[src/rtl/ws2812_frame_ctrl.sv]
// WS2812 frame sequencer: fetches GRB words, hands them to a bit driver, then holds the latch gap.
// Optional per-frame brightness scaling is enabled with `define WS2812_BRIGHTNESS_EN.
module ws2812_frame_ctrl #(
    parameter int NUM_LEDS     = 16,
    parameter int LATCH_CYCLES = 18200,
    parameter int AW           = 10
) (
    input  logic          clk,
    input  logic          rst,
    input  logic          frame_start,
    output logic          pix_rd,
    output logic [AW-1:0] pix_addr,
    input  logic [23:0]   pix_data,
    output logic [23:0]   grb_word,
    output logic          word_start,
    input  logic          word_done,
`ifdef WS2812_BRIGHTNESS_EN
    input  logic [7:0]    bright,
`endif
    output logic          busy,
    output logic          frame_done
);

    localparam int CW = (LATCH_CYCLES > 1) ? $clog2(LATCH_CYCLES) : 1;
    localparam logic [AW-1:0] LAST_IDX   = AW'(NUM_LEDS - 1);
    localparam logic [CW-1:0] LATCH_INIT = CW'(LATCH_CYCLES - 1);

    typedef enum logic [2:0] {
        IDLE,
        FETCH,
        LOAD,
        ARM,
        SEND,
        NEXT,
        LATCH
    } state_t;

    state_t        state_q, state_d;
    logic [AW-1:0] idx_q, idx_d;
    logic [CW-1:0] cnt_q, cnt_d;
    logic [23:0]   grb_q, grb_d;
    logic          pix_rd_q, pix_rd_d;
    logic          word_start_q, word_start_d;
    logic          busy_q, busy_d;
    logic          frame_done_q, frame_done_d;
    logic [23:0]   load_word;

`ifdef WS2812_BRIGHTNESS_EN
    logic [7:0] bright_q, bright_d;

    function automatic logic [7:0] scale(input logic [7:0] chan, input logic [7:0] b);
        logic [15:0] prod;
        prod = chan * b;
        return prod[15:8];
    endfunction

    assign load_word = {scale(pix_data[23:16], bright_q),
                        scale(pix_data[15:8], bright_q),
                        scale(pix_data[7:0], bright_q)};
`else
    assign load_word = pix_data;
`endif

    always_comb begin
        state_d      = state_q;
        idx_d        = idx_q;
        cnt_d        = cnt_q;
        grb_d        = grb_q;
        pix_rd_d     = 1'b0;
        word_start_d = word_start_q;
        busy_d       = busy_q;
        frame_done_d = 1'b0;
`ifdef WS2812_BRIGHTNESS_EN
        bright_d     = bright_q;
`endif
        unique case (state_q)
            IDLE: begin
                // The frame_done cycle is still part of the finished frame.
                if (frame_start && word_done && !frame_done_q) begin
                    idx_d    = '0;
                    busy_d   = 1'b1;
                    pix_rd_d = 1'b1;
                    state_d  = FETCH;
`ifdef WS2812_BRIGHTNESS_EN
                    bright_d = bright;
`endif
                end
            end
            FETCH: state_d = LOAD;
            LOAD: begin
                grb_d        = load_word;
                word_start_d = 1'b1;
                state_d      = ARM;
            end
            ARM: begin
                if (!word_done) begin
                    word_start_d = 1'b0;
                    state_d      = SEND;
                end
            end
            SEND: begin
                if (word_done) state_d = NEXT;
            end
            NEXT: begin
                if (idx_q == LAST_IDX) begin
                    cnt_d   = LATCH_INIT;
                    state_d = LATCH;
                end else begin
                    idx_d    = idx_q + AW'(1);
                    pix_rd_d = 1'b1;
                    state_d  = FETCH;
                end
            end
            LATCH: begin
                if (cnt_q == '0) begin
                    frame_done_d = 1'b1;
                    busy_d       = 1'b0;
                    state_d      = IDLE;
                end else begin
                    cnt_d = cnt_q - CW'(1);
                end
            end
            default: state_d = IDLE;
        endcase
    end

    always_ff @(posedge clk or negedge rst) begin
        if (!rst) begin
            state_q      <= IDLE;
            idx_q        <= '0;
            cnt_q        <= '0;
            grb_q        <= '0;
            pix_rd_q     <= 1'b0;
            word_start_q <= 1'b0;
            busy_q       <= 1'b0;
            frame_done_q <= 1'b0;
`ifdef WS2812_BRIGHTNESS_EN
            bright_q     <= '0;
`endif
        end else begin
            state_q      <= state_d;
            idx_q        <= idx_d;
            cnt_q        <= cnt_d;
            grb_q        <= grb_d;
            pix_rd_q     <= pix_rd_d;
            word_start_q <= word_start_d;
            busy_q       <= busy_d;
            frame_done_q <= frame_done_d;
`ifdef WS2812_BRIGHTNESS_EN
            bright_q     <= bright_d;
`endif
        end
    end

    assign pix_rd     = pix_rd_q;
    assign pix_addr   = idx_q;
    assign grb_word   = grb_q;
    assign word_start = word_start_q;
    assign busy       = busy_q;
    assign frame_done = frame_done_q;

endmodule

[config.mk]
export PLATFORM = sky130hd
export DESIGN_NAME = ws2812_frame_ctrl
export DESIGN_NICKNAME = d
export VERILOG_FILES = /design/src/rtl/ws2812_frame_ctrl.sv
export SDC_FILE = /design/constraint.sdc
export NUM_CORES = 1
export LEC_CHECK = 0
export BUFFER_PORTS_ARGS = -buffer_cell sky130_fd_sc_hd__buf_2
export CORE_ASPECT_RATIO = 0.5
export CORE_UTILIZATION = 35
export DETAILED_ROUTE_END_ITERATION = 10
export GPL_ROUTABILITY_DRIVEN = 0
export GPL_TIMING_DRIVEN = 0
export PLACE_DENSITY = 0.53
export SYNTH_ARGS = -nofsm -noshare
export SYNTH_HDL_FRONTEND = slang
export SYNTH_SLANG_ARGS = --single-unit
[constraint.sdc]
create_clock -name clk -period 2.8 [get_ports clk]
set_clock_uncertainty 0.2 [all_clocks]
set_input_delay 0.14 -clock clk [delete_from_list [all_inputs] [get_ports clk]]
set_output_delay 0.14 -clock clk [all_outputs]
set_load 0.1 [all_outputs]
==> out/metrics.cfg <==
[outcome]
outcome = finished, final reports clean

[timing]
holdWs_ps = 31.69
max_freq_mhz = 418.6
maxSlewViolCount = 0
fin_crit_sh_pct = 85.33
rsz0062_at_grt = false
period_minus_slack_ps = 2389
setup_tns_ps = 0
max_slew.worst_pin.slew_ps = 718.7
relSlewSlack_pct = 52.09
setup_viol = 0
finalHoldViolCount = 0

[synth]
synth_top_area_share_pct = 53.92
synth_ff_type = dfrtp_1
synth_edf_count = 0
ys_types = 42
yosysMostFrequentCell = dfrtp_1
yosysSeqAreaShare_pct = 53.92
synth.largest_area_cell = dfrtp_1
synth_common_cells = dfrtp_1, mux2_2, nor2_1
ys_seq_elements = 56
syn_avg_cell_area_um2 = 11.45
synth_area_um2 = 2599
syn_nets = 257
ys_async_sr_fraction_pct = 100.0
synth_warnings = 0
synthCells = 227
ys_top_cells_by_area = dfrtp_1, mux2_2, nor2_1

[global_routing]
use_met1_pct = 20.63
grt-busiest-layer = met2
antenna_found_initial = 0
grt_first_pass_wirelength_um = 9715
gr-total-overflow = 0
grt_usage_pct = 16.21
grt_util_met3_pct = 4.471
grt_pass1_vias = 2060
use_met2_pct = 26.60
grt_max_degree = 57

[critical_path]
required_ps = 2760
worst_ep_arrival_time_ps = 2340
rrSetupSlack_ps = 410
crit_path_max_fanout = 9
cp-start-kind = flop
critical_path_class = flop to flop
worst_setup_path_end_kind = flop

[clock_tree]
cts.sinks = 56
ctsHtreeMaxLevel = 2
cts_buffer_depth = 2
clock-root-buffer = clkbuf_16
cts_resized = 0
cts_tree = yes
insertion_delay_ps = 290
cts_buffers = 5
path_clk_slew_ps = 70

[route]
vias_per_cell = 5.158
drc_errors = 0
vias = 2151
drt_iter0_markers = 106
ant_nets = 0
routed_wl_um = 6025
wl_per_cell_um = 14.45
dr.pass1.iters = 4

[die]
ios = 66
initial_core_util_pct = 37.46
dieArea_um2 = 7795
die_w_um = 123.9
rows = 21
coreArea_um2 = 6937
die_y_um = 62.93

[finish]
areaGrowthSynthToFinish_pct = 33.12
fin_nets = 354
drive_gt1_share_pct = 31.38
fin_cells = 417
antenna_cells = 0

[hold_path]
hold_class = input port to flop

[placed_design]
port_buffers = 65
placed_cells = 384
dp_hpwl_um = 4012

[flow_run]
drv_cap = 0

critical path, stage by stage, from the launching register on:
cell	delay, ps
dfrtp_1	430
nor4_1	640
nand4_1	550
o311ai_0	290
o31ai_1	130
logic make-up after synthesis:
group	synth area share, %
AND/OR/NAND/NOR	18.73
flip-flops	53.92
AO/OA/AOI/OAI	10.59
multiplexers	11.56
buffers and inverters	2.552
XOR/XNOR	1.685
adder cells (fa/ha/maj)	0.9628
per-stage QoR:
step / instance area (µm²) / worst slack [ps] / utilization [%]
after global placement: 3039 / 529.6 / 43.81
after CTS: 3457 / 452.1 / 49.84
final: 3460 / 410.9 / 49.87
after floorplan: 2599 / 227.2 / -
after detailed placement: 3039 / 493.9 / 43.81
after global routing: 3460 / 240.3 / 49.87
placed cells by master, fill, tap and decap left out, drive strengths merged, types with 4 or more instances in the layout:
cell type	count
or4	6
a21oi	7
buf	68
nor4	8
nor3	4
nand3	6
nand2	6
o21ai	8
dlygate4sd3	25
nand4	6
xor2	5
nor2	16
and3	6
clkbuf	14
mux2	24
dfrtp	56
o31ai	5
inv	7
and4	6
final timing paths:
kind	start	endpoint	depth (start not counted)
worst min register to register	word_start	word_start	1
worst min-delay path	word_done	word_start	3
worst max-delay path	pix_addr[6]	cnt_q[11]	4
min in group asynchronous	rst	cnt_q[5]	2
max in group asynchronous	rst	grb_word[22]	2
worst max register to register	pix_addr[6]	cnt_q[11]	4
routing by layer:
layer	routed length, µm	part of all wire, %
met1	2817	47
met3	307	5.1
met2	2853	47
met5	0	0
met4	46	0.76
registers in the layout, summed over array words and instances (netlist names):
name,flops
state_q,3
grb_word,24
frame_done,1
busy,1
word_start,1
cnt_q,15
pix_addr,10
pix_rd,1
what timing repair did:
action,CTS,global route
hold endpoints to repair,80,0
endpoints found under the setup margin,0,0
buffers inserted,0,0
hold buffers,25,0
layout make-up:
class | instances | area [µm²]
inverter | 6 | 22.52
buffer | 11 | 43.79
tap | 92 | 115.1
clock inverter | 2 | 38.79
clock buffer | 6 | 128.9
multi-input combinational | 154 | 1131
sequential | 56 | 1401
fill | 623 | 3477
timing repair buffer | 90 | 578.1
Power is not shown: default switching activity piles up to over one toggle a cycle in this logic, so the estimate is an artifact.
